[config.mk]
export PLATFORM = sky130hd
export DESIGN_NAME = mux4_rr_arbiter
export DESIGN_NICKNAME = d
export VERILOG_FILES = /design/src/rtl/mux4_rr_arbiter_pkg.sv /design/src/rtl/mux4_rr_arbiter_pick.sv /design/src/rtl/mux4_rr_arbiter.sv
export SDC_FILE = /design/constraint.sdc
export NUM_CORES = 1
export LEC_CHECK = 0
export ABC_AREA = 1
export CELL_PAD_IN_SITES_DETAIL_PLACEMENT = 2
export CELL_PAD_IN_SITES_GLOBAL_PLACEMENT = 2
export CORE_MARGIN = 2
export CORE_UTILIZATION = 28
export DETAILED_ROUTE_END_ITERATION = 6
export PLACE_DENSITY_LB_ADDON = 0.1
export RECOVER_POWER = 25
export SETUP_SLACK_MARGIN = 0.15
export SLEW_MARGIN = 20
export SYNTH_ARGS = -nofsm -noshare
export SYNTH_HDL_FRONTEND = slang
export SYNTH_SLANG_ARGS = --single-unit
[constraint.sdc]
create_clock -name clk -period 2.43 [get_ports clk]
set_clock_uncertainty 0.1 [all_clocks]
set_input_delay 0.486 -clock clk [delete_from_list [all_inputs] [get_ports clk]]
set_output_delay 0.486 -clock clk [all_outputs]
set_load 0.005 [all_outputs]
[src/rtl/mux4_rr_arbiter_pkg.sv]
// +--------------------------------------------------------------------------+
// | mux4_rr_arbiter_pkg                                                      |
// | Shared state encoding and requester-to-mux-select mapping for the        |
// | round-robin arbiter in front of the 4:1 mux.                             |
// | Revision: 1.0                                                            |
// +--------------------------------------------------------------------------+
`default_nettype none

package mux4_rr_arbiter_pkg;

  typedef enum logic {
    IDLE = 1'b0,
    OWN  = 1'b1
  } arb_state_e;

  // The mux routes i[3] on select 00 and i[0] on select 11.
  localparam logic [1:0] c_SEL_REQ3 = 2'b00;
  localparam logic [1:0] c_SEL_REQ2 = 2'b01;
  localparam logic [1:0] c_SEL_REQ1 = 2'b10;
  localparam logic [1:0] c_SEL_REQ0 = 2'b11;

  function automatic logic [1:0] enc_sel(input logic [1:0] idx);
    logic [1:0] sel;
    case (idx)
      2'd0:    sel = c_SEL_REQ0;
      2'd1:    sel = c_SEL_REQ1;
      2'd2:    sel = c_SEL_REQ2;
      default: sel = c_SEL_REQ3;
    endcase
    return sel;
  endfunction

  function automatic logic [3:0] onehot4(input logic [1:0] idx);
    return 4'b0001 << idx;
  endfunction

endpackage

`default_nettype wire

[src/rtl/mux4_rr_arbiter_pick.sv]
// +--------------------------------------------------------------------------+
// | rr_pick4                                                                 |
// | Combinational round-robin pick: first set request scanning from ptr.     |
// | Revision: 1.0                                                            |
// +--------------------------------------------------------------------------+
`default_nettype none

module rr_pick4 (
  input  logic [3:0] req_i,
  input  logic [1:0] ptr_i,
  output logic       found_o,
  output logic [1:0] winner_o
);

  logic [1:0] w_idx;

  // Scan from the far end so the position nearest ptr is written last and wins.
  always_comb begin
    found_o  = 1'b0;
    winner_o = 2'd0;
    w_idx    = 2'd0;
    for (int k = 3; k >= 0; k--) begin
      w_idx = ptr_i + 2'(k);
      if (req_i[w_idx]) begin
        found_o  = 1'b1;
        winner_o = w_idx;
      end
    end
  end

endmodule

`default_nettype wire

[src/rtl/mux4_rr_arbiter.sv]
// +--------------------------------------------------------------------------+
// | mux4_rr_arbiter                                                          |
// | Round-robin owner selection, mux select drive and burst hold for the     |
// | shared 4:1 mux output channel.                                           |
// | Revision: 1.0                                                            |
// +--------------------------------------------------------------------------+
`default_nettype none

module mux4_rr_arbiter
  import mux4_rr_arbiter_pkg::*;
#(
  parameter int MAX_HOLD = 8,
  parameter int CNT_W    = 8
) (
  input  logic             clk,
  input  logic             rst,
  input  logic [3:0]       req_i,
  input  logic [3:0]       last_i,
  input  logic             out_ready_i,
  output logic [3:0]       gnt_o,
  output logic             sel2_o,
  output logic             sel1_o,
  output logic             out_valid_o,
  output logic             busy_o,
  output logic [CNT_W-1:0] beat_cnt_o
);

  localparam logic [CNT_W-1:0] c_MAX_HOLD = CNT_W'(MAX_HOLD);

  arb_state_e       state_q, state_d;
  logic [3:0]       gnt_q, gnt_d;
  logic [1:0]       sel_q, sel_d;
  logic [1:0]       ptr_q, ptr_d;
  logic [1:0]       owner_q, owner_d;
  logic [CNT_W-1:0] cnt_q, cnt_d;

  logic             w_accept;
  logic             w_release;
  logic [CNT_W-1:0] w_cnt_inc;
  logic [3:0]       w_pick_req;
  logic [1:0]       w_pick_ptr;
  logic             w_found;
  logic [1:0]       w_winner;

  // On a release the old owner is masked and scanning starts just past it.
  assign w_pick_req = (state_q == OWN) ? (req_i & ~onehot4(owner_q)) : req_i;
  assign w_pick_ptr = (state_q == OWN) ? (owner_q + 2'd1) : ptr_q;

  rr_pick4 u_pick (
    .req_i    (w_pick_req),
    .ptr_i    (w_pick_ptr),
    .found_o  (w_found),
    .winner_o (w_winner)
  );

  assign out_valid_o = |(gnt_q & req_i);
  assign w_accept    = out_valid_o && out_ready_i;
  assign w_cnt_inc   = (cnt_q >= c_MAX_HOLD) ? cnt_q : (cnt_q + CNT_W'(1));

  assign w_release = (state_q == OWN) &&
                     (!req_i[owner_q] ||
                      (w_accept && (last_i[owner_q] || (w_cnt_inc == c_MAX_HOLD))));

  always_comb begin
    state_d = state_q;
    gnt_d   = gnt_q;
    sel_d   = sel_q;
    ptr_d   = ptr_q;
    owner_d = owner_q;
    cnt_d   = cnt_q;

    case (state_q)
      IDLE: begin
        if (w_found) begin
          state_d = OWN;
          gnt_d   = onehot4(w_winner);
          sel_d   = enc_sel(w_winner);
          owner_d = w_winner;
          cnt_d   = '0;
        end
      end
      OWN: begin
        if (w_accept) begin
          cnt_d = w_cnt_inc;
        end
        if (w_release) begin
          ptr_d = owner_q + 2'd1;
          if (w_found) begin
            gnt_d   = onehot4(w_winner);
            sel_d   = enc_sel(w_winner);
            owner_d = w_winner;
            cnt_d   = '0;
          end else begin
            // sel keeps pointing at the old owner while nobody holds the channel.
            state_d = IDLE;
            gnt_d   = 4'b0000;
          end
        end
      end
      default: begin
        state_d = IDLE;
        gnt_d   = 4'b0000;
      end
    endcase
  end

  always_ff @(posedge clk or posedge rst) begin
    if (rst) begin
      state_q <= IDLE;
      gnt_q   <= 4'b0000;
      sel_q   <= 2'b00;
      ptr_q   <= 2'd0;
      owner_q <= 2'd0;
      cnt_q   <= '0;
    end else begin
      state_q <= state_d;
      gnt_q   <= gnt_d;
      sel_q   <= sel_d;
      ptr_q   <= ptr_d;
      owner_q <= owner_d;
      cnt_q   <= cnt_d;
    end
  end

  assign gnt_o      = gnt_q;
  assign sel2_o     = sel_q[1];
  assign sel1_o     = sel_q[0];
  assign busy_o     = (state_q == OWN);
  assign beat_cnt_o = cnt_q;

endmodule

`default_nettype wire

==> results of run 1 <==
sequential cells by signal, summed over array words and instances, names as in the netlist:
name / cells
beat_cnt_o: 8
ptr_q: 2
busy_o: 1
sel_q: 2
owner_q: 2
gnt_o: 4
timing repair:
item / CTS / global route
setup endpoints to repair: 1 / 18
resized for setup: 3 / 37
gates cloned: 0 / 3
setup buffers: 1 / 7
pin swaps: 1 / 7
where the power goes:
| part | switching (mW) | internal [mW] |
|---|---|---|
| clock network | 0.117 | 0.114 |
| registers | 0.0893 | 0.422 |
| logic | 1.67 | 1.04 |
layout by cell type, fill, tap and decap left out, types with 3 or more instances in the layout:
cell type	synthesis	final
nand2_2	14	23
inv_1	31	29
a21oi_1	5	5
o21ai_0	8	7
nand3_2	3	6
inv_2	6	6
clkdlybuf4s50_1	0	23
nand2_1	93	83
clkbuf_8	0	3
nand2_4	3	5
buf_4	1	23
nand3_1	21	17
ha_1	6	5
dfrtp_1	19	17
nor2_2	0	3
nor2_1	15	11
critical path: stages:
cell and delay, ps:
clkdlybuf4s50_1 420, inv_1 70, o22ai_1 60, or2_4 270, buf_4 140, nand2_1 90
inv_2 50, nand2_2 70, nand3_2 110, buf_8 180, buf_4 140, nand3_1 80
nand2_1 60
worst paths after layout:
| check | from | endpoint | cells past startpoint |
|---|---|---|---|
| setup / recovery | req_i[2] | sel_q[1] | 13 |
| hold / removal | sel_q[1] | sel_q[1] | 2 |
| setup reg to reg | owner_q[1] | owner_q[1] | 13 |
| hold reg to reg | sel_q[1] | sel_q[1] | 2 |
| max in group asynchronous | rst | busy_o | 3 |
| min in group asynchronous | rst | owner_q[0] | 3 |
cell families after synthesis:
group	synth area share [%]
DFF	31.05
adders and majority gates	4.902
buffers and inverters	11.03
and+or+nand+nor	45.91
AOI/OAI and AO/OA	7.108
Yosys cell counts (2+ instances only):
cell type and number:
nand2_4 3, dfrtp_1 19, inv_2 6, buf_6 2, inv_1 31, nand2_1 93, nand3_2 3, a21oi_1 5
nor2_1 15, ha_1 6, o22ai_1 2, nand2_2 14, nand3_1 21, o21ai_0 8
layout make-up:
class | instances | area [sq um]
clock buffers | 3 | 41.29
flip-flops and latches | 19 | 478.0
inverters | 37 | 143.9
fillers | 645 | 2959
multi-input cells | 181 | 1013
clock inverters | 1 | 5.005
well taps | 70 | 87.58
repair buffers | 54 | 476.7
per-layer routing:
metal / wire, microns / share of wire, % / track usage [%] / vias to the layer above
li1: - / - / - / 845
met1: 2563 / 42 / 22.72 / 860
met2: 3316 / 54 / 35.00 / 20
met3: 124 / 2.0 / 3.140 / 9
met4: 101 / 1.7 / 5.965 / 0
met5: 0 / 0 / 0 / -
==> reports/qor.yml, run 1 <==
run_status:
  status: "finished clean"
detailed_routing:
  via_count: 1734
  via_per_inst: 4.751
  wl_per_cell_microns: 16.73
  drt-pass1-iter-count: 4
  route.detailed.drc: 0
  wl_mm: 6.106
  initialDrtViolationCount: 20
  antenna_violating_nets_post_route: 0
finish:
  diodes: 0
  stdcell_area_sq_mm: 0.002246
  areaGrowthSynthToFinish_pct: 46.65
  drive_gt1_share_pct: 28.81
  fin_cells: 365
  layout.nets: 313
  final_util_pct: 43.15
power:
  power_density_mw_per_mm2: 1537
  power_mw: 3.452
  irDropWorstVdd_mv: 0.4302
  leakage_nw: 1.210
clock_network:
  cts_num_sinks: 19
  insertion_delay_ps: 260
  cts_buffers: 3
  clockBufferDepth: 2
  cts-root-buf: "clkbuf_8"
  h-tree-depth: 1
  postCtsHoldBufs: 0
  clk_pin_slew_ps: 80
  cts_tree: "built"
timing:
  max_freq_mhz: 458.2
  rsz0062_at_grt: "false"
  drv_slew: 0
  setup_viol_count_final: 0
  relSlewSlack_pct: 23.13
  fin_hold_ws_ps: 384.6
  setup_ws_ps: 247.7
  worst_pin_slew_ps: 1153
  setup_tns_ps: 0
  hold_violations: 0
  period_minus_slack_ps: 2182
  period_share_pct: 89.80
job:
  drv_cap: 0
yosys:
  ys_warn_count: 0
  async_flop_share_pct: 100.0
  syn_nets: 255
  ys_seq_elements: 19
  syn_area_sq_mm: 0.001531
  seq_area_frac_synth_pct: 31.05
  syn_avg_cell_area_sq_um: 6.435
  synth_top_cell_area_share_pct: 31.05
  ys.flop_type: "dfrtp_1"
  synth_top_cell_by_area: "dfrtp_1"
  synthTopCellsByArea: "dfrtp_1, nand2_1, inv_1, nand3_1, nand2_2"
  synth_edf_count: 0
  syn_inst: 238
  yosysUniqueCellTypes: 24
global_routing:
  grt_pass1_vias: 1900
  antenna_found_initial: 0
  grt_usage_pct: 19.15
  grt_start_max_net_pins: 20
  overflow: 0
  grt_pass1_wl_mm: 9.177
placement:
  gp_congestion: 0.7933
  placed_cells: 350
  dpl_cell_area_sq_mm: 0.001992
  dp_hpwl_mm: 4.330
  pre_cts_ws_ps: -19.22
  portBuffers: 26
critical_path:
  endpoint_kind: "flip-flop"
  rrSetupSlack_ps: 260
  arrival_ps: 2240
  critPathKind: "primary input to flip-flop"
  cp-start-kind: "primary input"
  required_ps: 2490
  cp_max_fo: 6
floorplan:
  fp-row-count: 26
  die_h_microns: 77.96
  initial_core_util_pct: 29.42
  io_pins: 27
  die_w_microns: 77.96
  core_sq_mm: 0.005205
  die_area_sq_mm: 0.006077
worst_hold_path:
  hp-class: "flip-flop to flip-flop"
No activity file was read; power rests on OpenSTA's default activity.
==> inputs of run 2 (changes only) <==
GPL_TIMING_DRIVEN = 0   (was not set)
==> run 2 against run 1 <==
Critical endpoint is now beat_cnt_o[2]. Utilization down 1.2 points. Sequential power up 1%. Maximum frequency down 3.3%. Wire length down 9.9%. Non-clock buffer count down 10. Largest cell class unchanged. Sequential share of layout area up 0.74 points. Die area unchanged. Total power down 5.5%. Final cell count down 3.3%. First-iteration DRC count up 110%. Via count down 4.9%.
==> reports/qor.yml, run 2 (same netlist as run 1, synthesis figures left out) <==
global_routing:
  grt.met1_usage_pct: 21.46  # -1.3 points
  grt_pass1_wl_mm: 8.514  # -7.2%
  busiest_layer: "met2"
  grt.met2_usage_pct: 34.05  # -0.95 points
  met3_usage_pct: 2.093  # -1.0 points
  grt_start_max_net_pins: 20  # unchanged
  grt_usage_pct: 17.91  # -1.2 points
  antenna_found_initial: 0  # unchanged
  grt_pass1_vias: 1754  # -7.7%
  overflow: 0  # unchanged
detailed_routing:
  antenna_violating_nets_post_route: 0  # unchanged
  wl_mm: 5.504  # -9.9%
  via_count: 1649  # -4.9%
  route.detailed.drc: 0  # unchanged
  via_per_inst: 4.671  # -1.7%
  drt-pass1-iter-count: 4  # unchanged
  initialDrtViolationCount: 43  # +110%
  wl_per_cell_microns: 15.59  # -6.8%
timing:
  rsz0062_at_grt: "true"
  setup_viol_count_final: 0  # unchanged
  drv_slew: 0  # unchanged
  worst_pin_slew_ps: 785.7  # -367.4 ps
  max_freq_mhz: 443.2  # -3.3%
  period_share_pct: 92.85  # +3.0 points
  period_minus_slack_ps: 2256  # +74.07 ps
  hold_violations: 0  # unchanged
  relSlewSlack_pct: 47.56  # +24 points
critical_path:
  cp-start-kind: "flip-flop"
  arrival_ps: 2310  # +70 ps
  required_ps: 2480  # about the same
  path_cells: "buf_6, ha_1, nand2_2, nand2_2, inv_1, nand2_1, nand2_2, nand2_2, nand3_2, nor3_4, nand2_2, buf_8, nand2_2, inv_2, nand2_2, nand2_1"
  critPathKind: "flip-flop to flip-flop"
  cp_slowest_cell: "dfrtp_2"
  endpoint_kind: "flip-flop"
  critPathMaxStageDelay_ps: 430  # about the same
  crit_top_cell: "nand2_2"
  cp_max_fo: 6  # unchanged
floorplan:
  die_area_sq_mm: 0.006077  # unchanged
  initial_core_util_pct: 29.42  # unchanged
  core_sq_mm: 0.005205  # unchanged
  die_h_microns: 77.96  # unchanged
  die_w_microns: 77.96  # unchanged
  fp-row-count: 26  # unchanged
  io_pins: 27  # unchanged
power:
  p_seq_share_pct: 15.8  # +1.0 points
  leakage_nw: 1.152  # -4.8%
  power_mw: 3.263  # -5.5%
  pwr-share-clk_pct: 7.0  # +0.3 points
  combPwrFrac_pct: 77.1  # -1.4 points
  p_int_mw: 1.513  # -3.8%
  irDropWorstVdd_mv: 0.4119  # -4.2%
  switching_share_pct: 53.63  # -0.80 points
  power_density_mw_per_mm2: 1495  # -2.7%
  switchingPower_mw: 1.750  # -6.9%
finish:
  diodes: 0  # unchanged
  areaGrowthSynthToFinish_pct: 42.48
  stdcell_area_sq_mm: 0.002182  # -2.8%
  final_cell_mix: "nand2_1, inv_1, nand2_2"
  nFillCells: 636  # -1.4%
  mostFrequentLayoutCell: "nand2_1"
  layout.nets: 301  # -3.8%
  fin_cells: 353  # -3.3%
  largest_reg_flops: 8  # unchanged
  drive_gt1_share_pct: 28.27  # -0.55 points
placement:
  portBuffers: 26  # unchanged
  placed_cells: 334  # -4.6%
  gp_congestion: 0.7972  # +0.49%
  dp_hpwl_mm: 3.835  # -11%
  dpl_cell_area_sq_mm: 0.001879  # -5.7%
run_status:
  status: "finished clean"
clock_network:
  h-tree-depth: 1  # unchanged
  cts-root-buf: "clkbuf_8"
  clk_pin_slew_ps: 80  # about the same
  insertion_delay_ps: 260  # about the same
  cts_tree: "built"
  clockBufferDepth: 2  # unchanged
  cts_num_sinks: 19  # unchanged
  cts_buffers: 3  # unchanged
job:
  drv_cap: 0  # unchanged
worst_hold_path:
  hp-class: "flip-flop to flip-flop"
run 2: cell type report:
cell class              instances  area, sq um  share of cell area [%]
well taps                      70        87.58                   4.014
inverters                      37        146.4                   6.709
clock inverters                 1        5.005                  0.2294
plain buffers                   3        37.54                   1.720
flip-flops and latches         19        480.5                   22.02
clock buffers                   3        41.29                   1.892
multi-input cells             179        996.0                   45.64
repair buffers                 41        387.9                   17.78
run 2: path summary, 6_finish.rpt:
path	from	to	slack [ps]	cells past startpoint
hold / removal	sel_q[1]	sel_q[1]	390	2
min in group asynchronous	rst	ptr_q[0]	710	2
setup / recovery	owner_q[0]	beat_cnt_o[2]	170	16
setup reg to reg	owner_q[0]	beat_cnt_o[2]	170	16
max in group asynchronous	rst	beat_cnt_o[0]	980	2
hold reg to reg	sel_q[1]	sel_q[1]	390	2
run 2: per-stage QoR:
stage	setup TNS, ps	util [%]	setup slack (ps)	hold slack (ps)
after floorplan	0	-	328.6	337.1
after global placement	-1889	36.11	-232.5	358.3
after detailed placement	-2023	36.11	-194.4	371.4
after CTS	0	37.98	169.0	391.1
after global routing	0	41.92	3.465	433.5
final	0	41.92	173.7	386.9
run 2: per-layer routing:
metal  share of wire, %  vias to the layer above  routed length [microns]
li1                   -                      820                        -
met1                 44                      808                     2399
met2                 54                       17                     2985
met3                1.5                        4                       81
met4               0.67                        0                       37
met5                  0                        -                        0
run 2: repair_timing:
action / 4_1_cts / 5_1_grt
endpoints found under the setup margin: 17 / 18
cloned: 0 / 1
hold endpoints to repair: 0 / 0
hold buffers: 0 / 0
setup buffers: 3 / 11
resized for setup: 16 / 32
pin swaps: 2 / 10
run 2: power groups by stage:
stage	sequential, mW	combinational (mW)	clock [mW]
floorplan	0.504	1.39	0
global placement	0.522	1.90	0
detailed placement	0.525	1.97	0
CTS	0.508	2.09	0.243
global route	0.532	2.82	0.255
finish	0.517	2.52	0.229
run 2: worst max-delay path, delay by kind of cell (launching register included):
family	cells	cell delay, ps
AND/OR/NAND/NOR	11	1060
adder cells (fa/ha/maj)	1	160
flip-flops	1	430
buffers and inverters	4	380
